### config.mk
export PLATFORM = sky130hd
export DESIGN_NAME = issue_steer_queue
export DESIGN_NICKNAME = d
export VERILOG_FILES = /design/src/rtl/issue_pkg.sv /design/src/rtl/issue_pair_check.sv /design/src/rtl/issue_steer_queue.sv
export SDC_FILE = /design/constraint.sdc
export NUM_CORES = 2
export LEC_CHECK = 0
export BUFFER_PORTS_ARGS = -buffer_cell sky130_fd_sc_hd__buf_2
export CAP_MARGIN = 0
export CELL_PAD_IN_SITES_DETAIL_PLACEMENT = 0
export CELL_PAD_IN_SITES_GLOBAL_PLACEMENT = 2
export CORE_UTILIZATION = 40
export CTS_BUF_LIST = sky130_fd_sc_hd__clkbuf_8
export CTS_CLUSTER_DIAMETER = 60
export DETAILED_ROUTE_END_ITERATION = 8
export GPL_TIMING_DRIVEN = 0
export PLACE_DENSITY_LB_ADDON = 0.15
export RECOVER_POWER = 25
export SYNTH_ARGS = -nofsm -noshare
export SYNTH_HDL_FRONTEND = slang
export SYNTH_SLANG_ARGS = --single-unit
### constraint.sdc
create_clock -name clk -period 27.2 [get_ports clk]
set_clock_uncertainty 0.1 [all_clocks]
set_input_delay 2.72 -clock clk [delete_from_list [all_inputs] [get_ports clk]]
set_output_delay 2.72 -clock clk [all_outputs]
set_load 0.05 [all_outputs]
### src/rtl/issue_pkg.sv
// Shared types for the dual-pipe issue queue: the decoded instruction bundle and pipe selector.
// Pure type/constant package; no timing or flow-control behaviour of its own.
package issue_pkg;

   localparam int XLEN         = 32;
   localparam int ALU_OP_W     = 4;
   localparam int LOAD_TYPE_W  = 3;
   localparam int STORE_TYPE_W = 2;
   localparam int BRANCH_W     = 3;
   localparam int REG_W        = 5;

   typedef enum logic {
      PIPE_A = 1'b0,
      PIPE_M = 1'b1
   } pipe_sel_e;

   typedef struct packed {
      logic [XLEN-1:0]         pc;
      logic [XLEN-1:0]         imm;
      logic                    imm_en;
      logic                    shift;
      logic [ALU_OP_W-1:0]     alu_op;
      logic [REG_W-1:0]        rs1;
      logic [REG_W-1:0]        rs2;
      logic [REG_W-1:0]        rd;
      logic                    rf_we;
      logic [LOAD_TYPE_W-1:0]  load_type;
      logic [STORE_TYPE_W-1:0] store_type;
      logic                    mem_re;
      logic                    mem_we;
      logic                    jal;
      logic                    jalr;
      logic [BRANCH_W-1:0]     branch_en;
   } issue_bundle_t;

   // Anything that touches memory must use pipe M.
   function automatic logic is_mem(input issue_bundle_t b);
      return (|b.load_type) | (|b.store_type);
   endfunction

endpackage

### src/rtl/issue_pair_check.sv
// Decides whether the two oldest queue entries may issue together and which pipe each takes.
// Combinational, zero latency; no flow control (the caller gates the result with stall/flush).
module issue_pair_check
   import issue_pkg::*;
(
   input  issue_bundle_t h0,
   input  issue_bundle_t h1,
   input  logic [1:0]    present,
   output logic          dual_ok,
   output pipe_sel_e     h0_pipe,
   output pipe_sel_e     h1_pipe
);

   logic h0_mem;
   logic h1_mem;
   logic raw;
   logic waw;
   logic h0_ctrl;
   logic unused_fields;

   always_comb begin
      h0_mem  = is_mem(h0);
      h1_mem  = is_mem(h1);
      // x0 is never a real dependency.
      raw     = h0.rf_we && (h0.rd != '0) && ((h1.rs1 == h0.rd) || (h1.rs2 == h0.rd));
      waw     = h0.rf_we && h1.rf_we && (h0.rd != '0) && (h0.rd == h1.rd);
      h0_ctrl = h0.jal | h0.jalr | (|h0.branch_en);

      dual_ok = (present == 2'd2) && !(h0_mem && h1_mem) && !raw && !waw && !h0_ctrl;

      h0_pipe = h0_mem ? PIPE_M : PIPE_A;
      // In a legal pair at most one is mem, so h1 takes whichever pipe h0 left free.
      h1_pipe = h0_mem ? PIPE_A : PIPE_M;
   end

   assign unused_fields = ^{h0, h1};

endmodule

### src/rtl/issue_steer_queue.sv
// In-order DEPTH-entry issue queue steering up to two instructions per cycle onto pipes A and M.
// Latency: enqueue edge t -> issue register at edge t+1; backpressure: in_ready low when <2 slots free, stall freezes issue.
module issue_steer_queue
   import issue_pkg::*;
#(
   parameter int WIDTH       = 32,
   parameter int DEPTH       = 8,
   parameter int ALU_OP_W    = 4,
   parameter int LOAD_TYPE_W = 3,
   parameter int CNT_W       = 16
) (
   input  logic                       clk,
   input  logic                       rst,
   input  logic                       flush,
   input  logic [1:0]                 in_valid,
   output logic                       in_ready,
   input  issue_bundle_t [1:0]        in_bundle,
   input  logic                       stall,
   output logic                       a_valid,
   output issue_bundle_t              a_bundle,
   output logic                       m_valid,
   output issue_bundle_t              m_bundle,
   output logic [$clog2(DEPTH+1)-1:0] occupancy,
   output logic [CNT_W-1:0]           conflict_cnt
);

   localparam int PTR_W = $clog2(DEPTH);
   localparam int OCC_W = $clog2(DEPTH+1);

   // The bundle layout is fixed by the package; reject overrides that disagree with it.
   if ((WIDTH != issue_pkg::XLEN) || (ALU_OP_W != issue_pkg::ALU_OP_W) ||
       (LOAD_TYPE_W != issue_pkg::LOAD_TYPE_W) || (DEPTH < 4) ||
       ((DEPTH & (DEPTH - 1)) != 0)) begin : g_bad_params
      $error("issue_steer_queue: unsupported parameter set");
   end

   issue_bundle_t    mem [DEPTH];
   logic [PTR_W-1:0] head;
   logic [PTR_W-1:0] tail;
   logic [PTR_W-1:0] head_nxt1;
   logic [PTR_W-1:0] tail_nxt1;
   logic [OCC_W-1:0] occ;

   logic [1:0]       present;
   logic [1:0]       enq_cnt;
   logic [1:0]       deq_cnt;
   logic [1:0]       issue_deq;
   logic             issue_en;
   logic             single_issue;

   issue_bundle_t    h0;
   issue_bundle_t    h1;
   logic             dual_ok;
   pipe_sel_e        h0_pipe;
   pipe_sel_e        h1_pipe;

   logic             a_vld_nxt;
   logic             m_vld_nxt;
   issue_bundle_t    a_nxt;
   issue_bundle_t    m_nxt;

   assign in_ready  = (occ <= OCC_W'(DEPTH - 2));
   assign occupancy = occ;
   assign head_nxt1 = head + PTR_W'(1);
   assign tail_nxt1 = tail + PTR_W'(1);
   assign h0        = mem[head];
   assign h1        = mem[head_nxt1];
   assign present   = (occ >= OCC_W'(2)) ? 2'd2 : occ[1:0];
   assign issue_en  = !stall && !flush;

   issue_pair_check u_pair_check (
      .h0      (h0),
      .h1      (h1),
      .present (present),
      .dual_ok (dual_ok),
      .h0_pipe (h0_pipe),
      .h1_pipe (h1_pipe)
   );

   always_comb begin
      a_vld_nxt = 1'b0;
      m_vld_nxt = 1'b0;
      a_nxt     = '0;
      m_nxt     = '0;
      deq_cnt   = 2'd0;
      if (present != 2'd0) begin
         deq_cnt = 2'd1;
         if (h0_pipe == PIPE_M) begin
            m_vld_nxt = 1'b1;
            m_nxt     = h0;
         end else begin
            a_vld_nxt = 1'b1;
            a_nxt     = h0;
         end
         if (dual_ok) begin
            deq_cnt = 2'd2;
            if (h1_pipe == PIPE_M) begin
               m_vld_nxt = 1'b1;
               m_nxt     = h1;
            end else begin
               a_vld_nxt = 1'b1;
               a_nxt     = h1;
            end
         end
      end
   end

   always_comb begin
      enq_cnt = 2'd0;
      if (in_ready && in_valid[0]) begin
         enq_cnt = in_valid[1] ? 2'd2 : 2'd1;
      end
      issue_deq    = issue_en ? deq_cnt : 2'd0;
      single_issue = (present == 2'd2) && !dual_ok;
   end

   // Storage carries no reset; entries are only observed while counted in occ.
   always_ff @(posedge clk) begin
      if (!flush && (enq_cnt != 2'd0)) begin
         mem[tail] <= in_bundle[0];
         if (enq_cnt == 2'd2) begin
            mem[tail_nxt1] <= in_bundle[1];
         end
      end
   end

   always_ff @(posedge clk or posedge rst) begin
      if (rst) begin
         head <= '0;
         tail <= '0;
         occ  <= '0;
      end else if (flush) begin
         head <= '0;
         tail <= '0;
         occ  <= '0;
      end else begin
         tail <= tail + PTR_W'(enq_cnt);
         head <= head + PTR_W'(issue_deq);
         occ  <= occ + OCC_W'(enq_cnt) - OCC_W'(issue_deq);
      end
   end

   always_ff @(posedge clk or posedge rst) begin
      if (rst) begin
         a_valid  <= 1'b0;
         m_valid  <= 1'b0;
         a_bundle <= '0;
         m_bundle <= '0;
      end else if (flush) begin
         a_valid  <= 1'b0;
         m_valid  <= 1'b0;
         a_bundle <= '0;
         m_bundle <= '0;
      end else if (!stall) begin
         a_valid  <= a_vld_nxt;
         m_valid  <= m_vld_nxt;
         a_bundle <= a_nxt;
         m_bundle <= m_nxt;
      end
   end

   // Counts lost dual-issue opportunities; survives flush.
   always_ff @(posedge clk or posedge rst) begin
      if (rst) begin
         conflict_cnt <= '0;
      end else if (issue_en && single_issue && (conflict_cnt != '1)) begin
         conflict_cnt <= conflict_cnt + CNT_W'(1);
      end
   end

endmodule
# After elaboration in Yosys (flattened, before gate mapping)
# Memory sizes are Yosys's and may differ from the RTL's.
# Index checks and enable logic that the tools add are counted.
[classes]
n_reduce_logical = 32
add_sub_neg = 7
n_bitwise = 4
n_eq_ne = 7
mux = 39
magnitude_cmp = 2
[op_table]
columns = ["operator", "n"]
rows = [
  ["$mux W98", 12],
  ["$mux W1", 18],
  ["$add A16 B1 Y16 const B", 1],
  ["$logic_and A1 B1 Y1", 16],
  ["$ne A16 B16 Y1 const B", 1],
  ["$eq A5 B5 Y1", 3],
  ["$mux W2", 6],
  ["$reduce_or A3 Y1", 3],
  ["$logic_not A1 Y1", 7],
  ["$add A3 B1 Y3 const B", 2],
  ["$add A3 B2 Y3", 2],
  ["$mux W3", 2],
  ["$reduce_bool A5 Y1", 1],
  ["$add A4 B2 Y4", 1],
  ["$eq A2 B2 Y1 const B", 2],
  ["$ge A4 B2 Y1 const B", 1],
  ["$le A4 B3 Y1 const B", 1],
  ["$mux W4", 1],
  ["$or A1 B1 Y1", 4],
  ["$reduce_bool A2 Y1", 2],
  ["$reduce_or A2 Y1", 2],
  ["$sub A4 B2 Y4", 1],
  ["$ne A2 B2 Y1 const B", 1],
  ["$logic_or A1 B1 Y1", 1],
]
[totals]
ff_bits = 224
output_inout_bits = 219
elab_cells = 130
ram_bits = 784
n_memories = 1
[mem_list]
columns = ["memory", "words", "width", "rd", "rd_clocked_by_memory_dff", "write_ports", "line", "text"]
rows = [
  ["mem", 8, 98, 2, 0, 2, "issue_steer_queue.sv:37", "issue_bundle_t mem [DEPTH];"],
]

# Logic depth before layout (Yosys ltp)
# An unclocked memory read counts as a cell.
[depth]
depth_word = 15
ltp_mapped = 21
ltp_nobuf = 15

# Modules after synthesis
# From an unflattened synthesis, not the netlist that was laid out.
[hier_totals]
hier_cells = 3986
hier_area_um2 = 55737.2
[by_module_without_submodules]
columns = ["module", "seq_area_each_um2", "instances", "area_per_inst_um2", "cells_each"]
rows = [
  ["issue_steer_queue", 29148.0, 1, 55499.5, 3952],
  ["issue_pair_check", 0.0, 1, 237.7, 34],
]

# Worst setup path before layout
# OpenSTA, ideal clock, no wires.
[synth_path]
path_type = "in2reg"
startpoint = "input in_valid[0]"
endpoint = "memory mem[1][0] in the netlist's numbering (enable)"
path_buffers = 0
stages = 3
setup_slack_ns = 16.185
required_time_ns = 26.401
arrival_ns = 10.215
path_cell_list = "and2_1 nand3b_1 o31ai_1"
[synth_rtl]
columns = ["element", "line", "text"]
rows = [
  ["start: declaration", "issue_steer_queue.sv:15", "input logic [1:0] in_valid,"],
  ["end: declaration", "issue_steer_queue.sv:37", ""],
]

==> metrics.md <==
| Metric | Value |
|---|---|
| Status | complete, but fails checks |
| Failing checks | max-capacitance violations, max-slew violations |
| DRT Wirelength | 207000 um |
| Slowest stage cell, crit path | clkbuf_1 |
| Actual slew at the worst max-slew pin | 5.63 ns |
| Post-synthesis mux area share | approximately 35% |
| Die Span X | between 300 and 400 um |
| Worst path cell trace | buf_2 > clkinvlp_2 > clkbuf_1 > clkbuf_1 |
| Crit path largest cell delay | 4.04 ns |
| Post-CTS Repair Setup Buffers | 0 |
| Avg Inst Size Synth | 15.9 um^2 |
| Layout cells sized above 1 | between 40% and 50% |
| EDFF count, synth | between 700 and 800 |
| Most area-consuming cells after synthesis | edfxtp_1, mux2_2, mux4_2 |
| Final Cycle Share | 46.9% |
| Most common cell in the netlist | mux2_2 |
| Yosys cell types | 53 |
| Slew HR | -275% |
| Synth Area in Compound Gates | under 10% |
| Sequential share of the synthesized area | 53.6% |
| DIE AREA | 137000 um^2 |
| Placed instance area | 60000 um^2 |
| Hold path depth | 1 |
| Yosys top cell by area | edfxtp_1 |
| Vias per cell | 6.11 |
| Crit path DAT | 12.34 ns |
| Synth Area in Simple Gates | 3.96% |
| Post-Layout Inst Area | 63400 um^2 |
| Post-Synth XOR/XNOR Area | less than 1% |
| Switching share of power | 33.8% |
| Comb power frac | 27.3% |
| Initial antenna violation count | 61 |
| NetSw | 1.53 mW |
| Synth top cells by count | mux2_2, edfxtp_1, nand2_1 |
| Vias in the first global route | between 30000 and 40000 |
| Crit path max-delay family | buffers and inverters |
| Die Span Y | 371 um |
| Root buffer selected by CTS | clkbuf_8 |
| Hold Path Class | register to register |
| Synth Register Bits | 1008 |
| Port Buffer Count | 420 |
| Peak Freq | 78.4 MHz |
| DR DRC count | 0 |
| Overflow after GRT | 0 |
| Ys Warns | 0 |
| Share of the synthesized area in the top cell type | 43.3% |
| Max Slew Vio Count | 240 |
| Routed Antenna Nets | 0 |
| Ys flop type | edfxtp_1 |
| Vias | 36900 |
| GRT Total Usage | between 20% and 30% |
| Nets@finish | 4306 |
| Fin. Hold Viols | 0 |
| CTS buffer count | roughly 180 |
| Setup-failing EPs final | 0 |
| Worst setup EP type | asynchronous set/reset pin |
| Most used cell, CP | clkbuf_1 |
| Worst Path Max Fanout | 94 |
| Worst hold slack | ~0.39 ns |
| Initial DRC count | about 3700 |
| Power Internal | 3.00 mW |
| Largest family of logic cells by synthesized area | multiplexers |
| Crit path buf inv count | 4 |
| Clock sink count | 1008 |
| Minimum clock period | 12.76 ns |
| HPWL Detailed | 143000 um |
| RSZ-0062 raised after global routing | false |
| Setup TNS | 0 ns |
| Async SR Flop Fraction | 22.2% |
| Largest net degree at the start of global routing | 95 |
| Area Growth Syn to Fin | 16.6% |
| Worst r2r path cells | 17 |
| Slack of the critical path | 14.44 ns |
| Max rail drop VDD | 0.0000554 V |
| CTS tree | yes |
| Crit path depth | 4 |
| Clock share of power | around a third |
| First-pass GRT wire length | 286000 um |
| Sequential power share | 40.4% |
| Per-cell routed wire length | 34.2 um |
| Cell leakage power | 21.7 nW |
| Core ar. | about 130000 um^2 |
| CP required | 26.77 ns |
| Initial core utilization | 40.6% |
| MaxCap Viol Count | 4 |
| Synth Cell Area | 54400 um^2 |
| Crit Path Category | input pin to asynchronous set/reset pin |
| I/O Pins | approximately 420 |
| Synth Instances | about 3400 |
| Num rows | 134 |
| Cts hold-fix bufs | 0 |
| Worst-Skew Late Latency | between 0.9 and 1 ns |
| H-tree Lvls | 4 |
| Resized cells post-CTS | 0 |
| Clk buf depth | 3 |
| PD cells | approximately 72 nW/um^2 |
| Startpoint types | input pin |
| RePlAce Congestion | a little over 0.8 |
| Clock-pin slew on the worst setup and hold paths | roughly 0.06 ns |
| Synth Area in Adders | less than 1% |
| Post-Place Worst Slack | 19.07 ns |
| Drt first pass iters | 5 |
| Net Count, Synth | 3642 |
## through the flow
step	power [mW]	cells	util, %
floorplan	2.67	3425	-
global placement	3.11	5613	43.8
detailed placement	3.11	5671	44.8
CTS	4.57	6019	47.5
global route	4.69	6031	47.3
finish	4.54	6043	47.3
## flip-flops by register name, summed over array words and instances, names as in the netlist
register      cells
tail              3
a_valid           1
a_bundle         98
m_valid           1
m_bundle         98
mem             784
conflict_cnt     16
head              3
occupancy         4
## cell families (layout without fill, tap and decap cells)
family | after synthesis | count (layout)
buf+inv | 289 | 1115
other cells | 0 | 24
fa+ha+maj | 15 | 15
flops | 1008 | 1008
compound gates | 214 | 214
simple gates | 514 | 514
xor+xnor | 38 | 38
mux | 1347 | 1347
## final timing paths
kind                       slack (ns)             start          endpoint
max                             14.44               rst      a_bundle[45]
min                              0.39  conflict_cnt[14]  conflict_cnt[14]
max reg2reg                     18.38           head[1]      occupancy[2]
min reg2reg                      0.39  conflict_cnt[14]  conflict_cnt[14]
max in group clk                18.38           head[1]      occupancy[2]
min in group asynchronous        2.54               rst      a_bundle[93]
## power groups by stage
stage / logic (mW) / registers, mW / clock network, mW
floorplan: 0.683 / 1.99 / 0
global placement: 1.22 / 1.90 / 0
detailed placement: 1.25 / 1.86 / 0
CTS: 1.25 / 1.83 / 1.49
global route: 1.30 / 1.84 / 1.55
finish: 1.24 / 1.83 / 1.47
## final cells by class
cell class	count	area (um^2)
fill	12100	70700
multi-input combinational	2128	24100
sequential	1008	29100
buffer	276	1200
clock inverter	131	697
inverter	13	50.0
clock buffer	217	2990
tap	1768	2210
antenna	24	60.1
timing repair buffer	478	2990
## per-layer routing
metal  track usage (%)  part of all wire (%)  vias up
met5                 0                  0.12        -
met4              9.25                   2.9       38
met3              7.86                   9.0      377
met2              47.0                    47     1743
met1              40.2                    41    19500
li1                  -                     -    15300
## cells in the final DEF (no fill, tap or decap), types with 10 or more instances in the layout
| cell | instances |
|---|---|
| buf_16 | 15 |
| and3_1 | 10 |
| diode_2 | 24 |
| nor3_1 | 20 |
| buf_2 | 248 |
| o221ai_1 | 156 |
| nand2_1 | 412 |
| o221ai_2 | 30 |
| nor3b_1 | 10 |
| edfxtp_1 | 784 |
| clkbuf_8 | 217 |
| ha_1 | 11 |
| clkbuf_1 | 399 |
| mux4_2 | 379 |
| xor2_1 | 24 |
| nor2_1 | 17 |
| buf_8 | 16 |
| buf_6 | 11 |
| dfrtp_1 | 224 |
| buf_12 | 25 |
| clkinv_2 | 18 |
| mux2i_1 | 165 |
| xnor2_1 | 12 |
| inv_1 | 95 |
| clkinv_1 | 13 |
| mux2_2 | 799 |
| nand4_1 | 13 |
| buf_1 | 32 |
Power figures use the tool's default switching activity.
